`src/rtl/mdu_pkg.sv`:
```
// Shared definitions for the iterative multiply/divide unit: op codes, FSM states
// and the control word latched when an operation starts.
package mdu_pkg;

  localparam int unsigned MDU_WIDTH = 32;

  typedef enum logic [2:0] {
    MDU_MULT  = 3'd0,
    MDU_MULTU = 3'd1,
    MDU_DIV   = 3'd2,
    MDU_DIVU  = 3'd3,
    MDU_MTHI  = 3'd4,
    MDU_MTLO  = 3'd5
  } mdu_op_e;

  typedef enum logic [1:0] {
    ST_IDLE = 2'd0,
    ST_RUN  = 2'd1,
    ST_FIX  = 2'd2
  } mdu_state_e;

  // Everything the FIX cycle needs to turn magnitudes into the final result
  typedef struct packed {
    logic is_div;
    logic neg_a;
    logic neg_b;
    logic b_zero;
  } mdu_ctl_t;

endpackage

```
`src/rtl/mdu_iter_core.sv`:
```
// Shift-add multiply / restoring divide datapath on unsigned magnitudes,
// one bit per enabled cycle. Result is {hi_o, lo_o} (product or rem/quotient).
module mdu_iter_core
  import mdu_pkg::*;
#(
  parameter int unsigned WIDTH = MDU_WIDTH
) (
  input  logic             clk,
  input  logic             rst,
  input  logic             load_i,
  input  logic             en_i,
  input  logic             div_i,
  input  logic [WIDTH-1:0] a_i,
  input  logic [WIDTH-1:0] b_i,
  output logic [WIDTH-1:0] hi_o,
  output logic [WIDTH-1:0] lo_o
);

  logic [WIDTH:0]   acc_hi_q, acc_hi_d;
  logic [WIDTH-1:0] acc_lo_q, acc_lo_d;
  logic [WIDTH-1:0] opnd_q;
  logic             div_q;
  logic [WIDTH:0]   sum, rem_sh, diff;

  // One iteration: add-and-shift-right for multiply, shift-left-and-subtract for divide
  always_comb begin
    acc_hi_d = acc_hi_q;
    acc_lo_d = acc_lo_q;
    sum      = acc_hi_q + (acc_lo_q[0] ? {1'b0, opnd_q} : '0);
    rem_sh   = {acc_hi_q[WIDTH-1:0], acc_lo_q[WIDTH-1]};
    diff     = rem_sh - {1'b0, opnd_q};
    if (div_q) begin
      if (!diff[WIDTH]) begin
        acc_hi_d = diff;
        acc_lo_d = {acc_lo_q[WIDTH-2:0], 1'b1};
      end else begin
        acc_hi_d = rem_sh;
        acc_lo_d = {acc_lo_q[WIDTH-2:0], 1'b0};
      end
    end else begin
      acc_hi_d = {1'b0, sum[WIDTH:1]};
      acc_lo_d = {sum[0], acc_lo_q[WIDTH-1:1]};
    end
  end

  always_ff @(posedge clk) begin
    if (rst) begin
      acc_hi_q <= '0;
      acc_lo_q <= '0;
      opnd_q   <= '0;
      div_q    <= 1'b0;
    end else if (load_i) begin
      acc_hi_q <= '0;
      acc_lo_q <= div_i ? a_i : b_i;
      opnd_q   <= div_i ? b_i : a_i;
      div_q    <= div_i;
    end else if (en_i) begin
      acc_hi_q <= acc_hi_d;
      acc_lo_q <= acc_lo_d;
    end
  end

  assign hi_o = acc_hi_q[WIDTH-1:0];
  assign lo_o = acc_lo_q;

endmodule

```
`src/rtl/mul_div_unit.sv`:
```
// Iterative multiply/divide unit with architectural HI/LO, sitting beside the ALU in EX.
// Holds the pipeline via busy while a MULT/DIV walks IDLE -> RUN (WIDTH cycles) -> FIX.
module mul_div_unit
  import mdu_pkg::*;
#(
  parameter int unsigned WIDTH = MDU_WIDTH
) (
  input  logic             clk,
  input  logic             rst,
  input  logic             start,
  input  logic [2:0]       op,
  input  logic [WIDTH-1:0] a,
  input  logic [WIDTH-1:0] b,
  input  logic             flush,
  output logic             busy,
  output logic             done,
  output logic [WIDTH-1:0] hi,
  output logic [WIDTH-1:0] lo
);

  localparam int unsigned CNT_W = $clog2(WIDTH) + 1;
  localparam logic [CNT_W-1:0] LAST_CNT = CNT_W'(WIDTH - 1);

  mdu_state_e       state_q;
  logic [CNT_W-1:0] cnt_q;
  logic             busy_q, done_q;
  logic [WIDTH-1:0] hi_q, lo_q, a_q;
  mdu_ctl_t         ctl_q, ctl_d;

  logic             is_div, is_signed, is_arith, accept_c, load_c, step_c;
  logic [WIDTH-1:0] mag_a, mag_b, core_hi, core_lo;
  logic [2*WIDTH-1:0] prod, prod_fix;
  logic [WIDTH-1:0] quo_fix, rem_fix, res_hi, res_lo;

  // Request decode and operand magnitudes
  always_comb begin
    is_div       = (op == MDU_DIV) || (op == MDU_DIVU);
    is_signed    = (op == MDU_MULT) || (op == MDU_DIV);
    is_arith     = is_div || (op == MDU_MULT) || (op == MDU_MULTU);
    mag_a        = (is_signed && a[WIDTH-1]) ? -a : a;
    mag_b        = (is_signed && b[WIDTH-1]) ? -b : b;
    ctl_d        = '0;
    ctl_d.is_div = is_div;
    ctl_d.neg_a  = is_signed && a[WIDTH-1];
    ctl_d.neg_b  = is_signed && b[WIDTH-1];
    ctl_d.b_zero = (b == '0);
  end

  assign accept_c = (state_q == ST_IDLE) && start && !flush;
  assign load_c   = accept_c && is_arith;
  assign step_c   = (state_q == ST_RUN) && !flush;

  mdu_iter_core #(.WIDTH(WIDTH)) u_core (
    .clk    (clk),
    .rst    (rst),
    .load_i (load_c),
    .en_i   (step_c),
    .div_i  (is_div),
    .a_i    (mag_a),
    .b_i    (mag_b),
    .hi_o   (core_hi),
    .lo_o   (core_lo)
  );

  // Sign correction; divide-by-zero returns the latched dividend and an all-ones quotient
  always_comb begin
    prod     = {core_hi, core_lo};
    prod_fix = (ctl_q.neg_a ^ ctl_q.neg_b) ? -prod : prod;
    quo_fix  = (ctl_q.neg_a ^ ctl_q.neg_b) ? -core_lo : core_lo;
    rem_fix  = ctl_q.neg_a ? -core_hi : core_hi;
    res_hi   = prod_fix[2*WIDTH-1:WIDTH];
    res_lo   = prod_fix[WIDTH-1:0];
    if (ctl_q.is_div) begin
      res_hi = ctl_q.b_zero ? a_q : rem_fix;
      res_lo = ctl_q.b_zero ? '1 : quo_fix;
    end
  end

  always_ff @(posedge clk) begin
    if (rst) begin
      state_q <= ST_IDLE;
      cnt_q   <= '0;
      busy_q  <= 1'b0;
      done_q  <= 1'b0;
      hi_q    <= '0;
      lo_q    <= '0;
      a_q     <= '0;
      ctl_q   <= '0;
    end else begin
      done_q <= 1'b0;
      case (state_q)
        ST_IDLE: begin
          if (accept_c) begin
            if (is_arith) begin
              state_q <= ST_RUN;
              busy_q  <= 1'b1;
              cnt_q   <= '0;
              a_q     <= a;
              ctl_q   <= ctl_d;
            end else if (op == MDU_MTHI) begin
              hi_q <= a;
            end else if (op == MDU_MTLO) begin
              lo_q <= a;
            end
          end
        end
        ST_RUN: begin
          if (flush) begin
            state_q <= ST_IDLE;
            busy_q  <= 1'b0;
          end else begin
            cnt_q <= cnt_q + CNT_W'(1);
            if (cnt_q == LAST_CNT) state_q <= ST_FIX;
          end
        end
        ST_FIX: begin
          state_q <= ST_IDLE;
          busy_q  <= 1'b0;
          if (!flush) begin
            hi_q   <= res_hi;
            lo_q   <= res_lo;
            done_q <= 1'b1;
          end
        end
        default: begin
          state_q <= ST_IDLE;
          busy_q  <= 1'b0;
        end
      endcase
    end
  end

  assign busy = busy_q;
  assign done = done_q;
  assign hi   = hi_q;
  assign lo   = lo_q;

endmodule

```
`config.mk`:
```
export PLATFORM = sky130hd
export DESIGN_NAME = mul_div_unit
export DESIGN_NICKNAME = d
export VERILOG_FILES = /design/src/rtl/mdu_pkg.sv /design/src/rtl/mdu_iter_core.sv /design/src/rtl/mul_div_unit.sv
export SDC_FILE = /design/constraint.sdc
export NUM_CORES = 1
export LEC_CHECK = 0
export CORE_AREA = 2 2 240 242
export CTS_CLUSTER_DIAMETER = 200
export DETAILED_ROUTE_END_ITERATION = 16
export DIE_AREA = 0 0 242 244
export PLACE_DENSITY = 0.56
export SYNTH_ARGS = -nofsm -noshare
export SYNTH_HDL_FRONTEND = slang
export SYNTH_SLANG_ARGS = --single-unit
```
`constraint.sdc`:
```
create_clock -name clk -period 4.45 [get_ports clk]
set_input_delay 0.89 -clock clk [delete_from_list [all_inputs] [get_ports clk]]
set_output_delay 0.89 -clock clk [all_outputs]
set_load 0.01 [all_outputs]
```
**Word level (Yosys, flattened, before mapping)**

Index checks and enable logic that the tools add are counted.

- Bitwise operators: 2
- Reduce and logical (&&, ||, !) cells: 25
- Add/subtract/negate cells: 8
- Equality and inequality tests: 18
- Mux-type cells: 43

Operator list:

| kind | number |
|---|---|
| $mux 32 | 23 |
| $neg 32->32 | 4 |
| $pmux 32 s2 | 2 |
| $mux 33 | 2 |
| $mux 64 | 1 |
| $neg 64->64 | 1 |
| $add 33x33->33 | 1 |
| $sub 33x32->33 | 1 |
| $logic_not 32->1 | 1 |
| $mux 6 | 3 |
| $ne 2x2->1 const B | 7 |
| $pmux 6 s2 | 1 |
| $reduce_and 3->1 | 3 |
| $mux 2 | 4 |
| $add 6x1->6 const B | 1 |
| $eq 3x2->1 const B | 2 |
| $eq 3x3->1 const B | 2 |
| $eq 6x5->1 const B | 1 |
| $logic_and 1x1->1 | 6 |
| $reduce_and 6->1 | 1 |
| $reduce_bool 2->1 | 3 |
| $mux 1 | 5 |
| $reduce_and 5->1 | 1 |
| $logic_or 1x1->1 | 4 |
| other kinds (14) | 16 |

- Logic and storage cells: 111
- Output and inout bits: 66
- Flip-flop bits (word level): 208
- Input port bits: 71

**Logic depth before layout (Yosys ltp)**

- Depth in word-level cells: 7
- Gate-level depth with buffers: 20
- Depth with buffers taken out: 18

**Hierarchy**

A second synthesis with hierarchy kept.

- Cell total of the unflattened synthesis: 2,456
- Area, all modules: 18,037.3 um^2

Modules (own cells, without submodules):

| module | times used | cells each | area each (um^2) |
|---|---|---|---|
| mdu_iter_core | 1 | 1,189 | 9,137.5 |
| mul_div_unit | 1 | 1,267 | 8,899.8 |

**Worst setup path after synthesis**

No wires, ideal clock.

- Kind: reg-to-reg
- Start point: reg u_core.acc_hi_q[21]
- End point: reg u_core.acc_hi_q[7]
- Arrival time: 3,658 ps
- Required time: 4,318 ps
- Setup time: 132 ps
- Slack: 660 ps
- Path buffers: 2
- Cell stages (with the launch flop): 18
- Clock period less this slack: 3,790 ps
- Cell sequence: dfxtp_1 ha_1 a21o_1 a21o_1 a2111oi_0 nor3_1 a21oi_1 nand2_1 o21ai_0 a21oi_1 a211o_1 ha_1 clkbuf_1 buf_1 mux2i_1 nor2_1 a21oi_1 a21oi_1

- Cells in the longest elaborated chain, start to end: 3

Ends and longest elaborated chain:

| item | line | RTL |
|---|---|---|
| from (decl) | mdu_iter_core.sv:19 | `logic [WIDTH:0] acc_hi_q, acc_hi_d;` |
| from (signal assigned) | mdu_iter_core.sv:58 | `acc_hi_q <= acc_hi_d;` |
| $sub 33x32->33 | mdu_iter_core.sv:31 | `diff = rem_sh - {1'b0, opnd_q};` |
| $mux 33 | mdu_iter_core.sv:33 | `if (!diff[WIDTH]) begin` |
| $mux 33 | mdu_iter_core.sv:32 | `if (div_q) begin` |

Every way passes these cells.
A chain may end at the register's enable or synchronous reset.

**Worst setup path in the final report**

- Start point: reg u_core.opnd_q[22]
- End point: reg u_core.acc_hi_q[4]

- Cells in the longest elaborated chain, start to end: 3

Ends and longest elaborated chain:

| item | line | RTL |
|---|---|---|
| from (decl) | mdu_iter_core.sv:21 | `logic [WIDTH-1:0] opnd_q;` |
| from (signal assigned) | mdu_iter_core.sv:55 | `opnd_q <= div_i ? b_i : a_i;` |
| $sub 33x32->33 | mdu_iter_core.sv:31 |  |
| $mux 33 | mdu_iter_core.sv:33 |  |
| $mux 33 | mdu_iter_core.sv:32 |  |

Every way passes these cells.

==> impl_metrics.yaml <==
run_status:
  outcome: "completed"
cells_and_area:
  fin_cells: 3176
  final_nets: 2542
  syn2layout_area_growth_pct: 20.3
  num-fill-cells: 6016
  drive_above_1_share_pct: 8.52
worst_setup_path:
  worstSetupEndpointType: "flop"
  slowest_stage: "ha_2"
  worstPathRequired_ps: 4900
  critical_path.max_stage_delay_ps: 600
  start_kind: "flop"
  path_class: "flop to flop"
  critPathBufInv: 2
  worstPathCellList: "inv_1 > ha_1 > a21o_1 > a21o_1 > a2111oi_0 > nor3_1 > a21oi_1 > nand2_1 > o21ai_0 > a21oi_1 > a211o_1 > ha_2 > buf_12 > mux2_2 > mux2i_1 > a211oi_1"
  cp_max_fo: 19
  crit_arrival_ps: 4570
  crit_family: "compound AO/OA/AOI/OAI gates"
die:
  die_x_um: 242
  ios: 137
  start_util_pct: 29.8
  die_area_um2: 59000
  fp.dieH_um: 244
  core_um2: 56200
  rows: 87
logic_synthesis:
  synth_warnings: 0
  synth-edff-count: 0
  yosysSeqAreaShare_pct: 24.9
  syn-num-nets: 2452
  synth_cells: 2308
  synthArstFlopShare_pct: 0
  syn-cell-area_um2: 16800
  ys_types: 90
  avgSynthCellArea_um2: 7.26
  synthFlopType: "dfxtp_1"
  ys_ff_latch: 208
routing:
  routed_wl_um: 77100
  vias: 18706
  vias_per_cell: 5.89
  drtIter0Drc: 1944
  drc_errors: 0
  postRouteAntennaNets: 0
  wire_per_inst_um: 24.3
  firstDrtPassIters: 6
placement:
  dp_hpwl_um: 58200
  dpl_worst_slack_ps: 288
  routabilityCongestion: 0.968
  port_buffers: 136
  numPlacedInstances: 3125
timing:
  slew_viol_final: 0
  slew_headroom_pct: 28.2
  fin_skew_ps: 24.0
  rsz0062_at_grt: "false"
  max_freq_mhz: 243
  worst_slack_ps: 335
  setup_violations: 0
  min_period_over_period_pct: 92.5
  worst_pin_slew_ps: 1080
  hold_viol: 0
  finalHoldWorstSlack_ps: 453
  fin_crit_ps: 4120
  setup_tns_ps: 0
cts:
  insertion_delay_ps: 580
  htree_levels: 1
  clkTransAtPathRegs_ps: 60
  clockRootBuffer: "clkbuf_16"
  clock_path_buffers: 3
  post_cts_buffers: 0
  cts_tree: "built"
  cts_buffers: 27
  cts_num_sinks: 208
global_routing:
  overflow: 0
  antenna_found_initial: 0
  grt_max_degree: 83
  grt_pass1_wl_um: 114000
  track_usage_pct: 24.9
  grt_pass1_vias: 17812
power:
  power_density_nw_per_um2: 280
  leakage_nw: 7.44
  peakVddDrop_v: 0.000293
min_path:
  min_path_type: "flop to flop"
job:
  maxCapViolations: 0
-- cells in the final DEF (no fill, tap or decap), types with 13 or more instances in the layout --
cell | netlist | final
a222oi_1 | 21 | 21
ha_1 | 71 | 70
o221ai_1 | 34 | 34
o21ai_0 | 150 | 150
and3_1 | 15 | 15
and2_1 | 16 | 16
inv_1 | 56 | 56
a31oi_1 | 26 | 26
a221oi_1 | 30 | 30
clkdlybuf4s50_1 | 0 | 135
o41ai_1 | 13 | 13
a21o_1 | 30 | 30
buf_4 | 1 | 107
xor2_1 | 80 | 79
o211ai_1 | 21 | 21
nor3_1 | 69 | 69
or3_1 | 23 | 23
a21oi_1 | 270 | 270
mux2i_1 | 46 | 46
xnor2_1 | 98 | 97
dfxtp_1 | 208 | 207
o31ai_1 | 27 | 26
clkbuf_16 | 0 | 27
nor4_1 | 23 | 22
nand2b_1 | 20 | 20
nand2_1 | 256 | 256
nand3_1 | 28 | 28
nor2_1 | 257 | 255
a211oi_1 | 44 | 44
o22ai_1 | 13 | 13
-- state kept, by name (all words and copies together), names as in the netlist --
name and flops:
a_q 32, busy 1, cnt_q 6, ctl_q 4, done 1, hi 32, lo 32, state_q 2
u_core.acc_hi_q 33, u_core.div_q 1, u_core.lo_o 32, u_core.opnd_q 32
-- report_power, final --
part	internal [mW]	leakage, nW	switching [mW]
Sequential	1.92	1.69	0.0796
Combinational	0.533	5.32	0.877
Clock	1.32	0.438	0.922
Total	3.77	7.44	1.88
-- per-stage QoR --
stage	power [mW]	cell area, um2	utilization, %
CTS	5.63	20100	35.9
floorplan	2.86	16800	-
global route	5.84	20100	35.9
finish	5.65	20200	35.9
detailed placement	3.41	19300	34.3
global placement	3.40	19300	34.3
-- final cells by class --
class / instances / area [um2] / area share, %
clock buffers: 45 / 823 / 4.09
clock inverters: 5 / 68.8 / 0.341
inverters: 57 / 214 / 1.06
well taps: 756 / 946 / 4.69
flip-flops and latches: 208 / 4170 / 20.7
diodes: 1 / 2.50 / 0.0124
repair buffers: 246 / 2230 / 11.0
multi-input cells: 1858 / 11700 / 58.1
-- synthesized netlist by cell type (9+ instances only) --
cell type	instances	area, um2
a211oi_1	44	330
a21o_1	30	225
a21oi_1	270	1350
a221oi_1	30	263
a222oi_1	21	210
a22oi_1	9	67.6
a31oi_1	26	163
and2_1	16	100
and3_1	15	93.8
buf_1	13	48.8
clkbuf_1	159	597
dfxtp_1	208	4160
ha_1	71	888
inv_1	56	210
mux2_2	11	124
mux2i_1	46	460
nand2_1	256	961
nand2b_1	20	125
nand3_1	28	140
nand4_1	12	75.1
nor2_1	257	965
nor2b_1	11	68.8
nor3_1	69	345
nor4_1	23	144
o211ai_1	21	158
o21a_1	12	90.1
o21ai_0	150	751
o221ai_1	34	298
o22ai_1	13	81.3
o31ai_1	27	203
o41ai_1	13	114
or3_1	23	144
xnor2_1	98	858
xor2_1	80	701
-- worst register-to-register path, cell delays in order (launching register included) --
cell	delay [ps]
dfxtp_1	340
inv_1	70
ha_1	340
a21o_1	210
a21o_1	230
a2111oi_0	410
nor3_1	130
a21oi_1	140
nand2_1	130
o21ai_0	200
a21oi_1	100
a211o_1	300
ha_2	600
buf_12	230
mux2_2	360
mux2i_1	130
a211oi_1	80
-- routing by layer --
layer	share of wire [%]	global-route usage, %	wire, um	vias to the layer above
met5	0	0	0	-
met4	5.3	11.5	4100	0
met3	7.9	4.30	6070	194
met2	44	39.2	33800	895
met1	43	33.0	33100	9025
li1	-	-	-	8592
-- cells by family (layout without fill, tap and decap cells) --
family / Yosys count / count (layout) / synth area share [%]
adder cells (fa/ha/maj): 73 / 73 / 5.54
XOR/XNOR: 178 / 178 / 9.31
buffers and inverters: 242 / 353 / 5.65
flip-flops: 208 / 208 / 24.9
other: 0 / 1 / 0
AND/OR/NAND/NOR: 791 / 791 / 22.3
multiplexers: 57 / 57 / 3.49
AO/OA/AOI/OAI: 759 / 759 / 28.9
-- timing repair --
item | in CTS | in global routing
gates resized for setup | 0 | 1
hold buffers | 0 | 0
endpoints found under the setup margin | 0 | 5
-- path summary, 6_finish.rpt --
kind / start / to / depth (start not counted) / slack [ps]
max: u_core.opnd_q[22]$_SDFFE_PP0P_ / u_core.acc_hi_q[4]$_SDFFE_PP0P_ / 16 / 330
max reg2reg: u_core.opnd_q[22]$_SDFFE_PP0P_ / u_core.acc_hi_q[4]$_SDFFE_PP0P_ / 16 / 330
min reg2reg: a_q[20]$_SDFFE_PP0P_ / a_q[20]$_SDFFE_PP0P_ / 2 / 450
min: a_q[20]$_SDFFE_PP0P_ / a_q[20]$_SDFFE_PP0P_ / 2 / 450
Power figures use the tool's default switching activity.
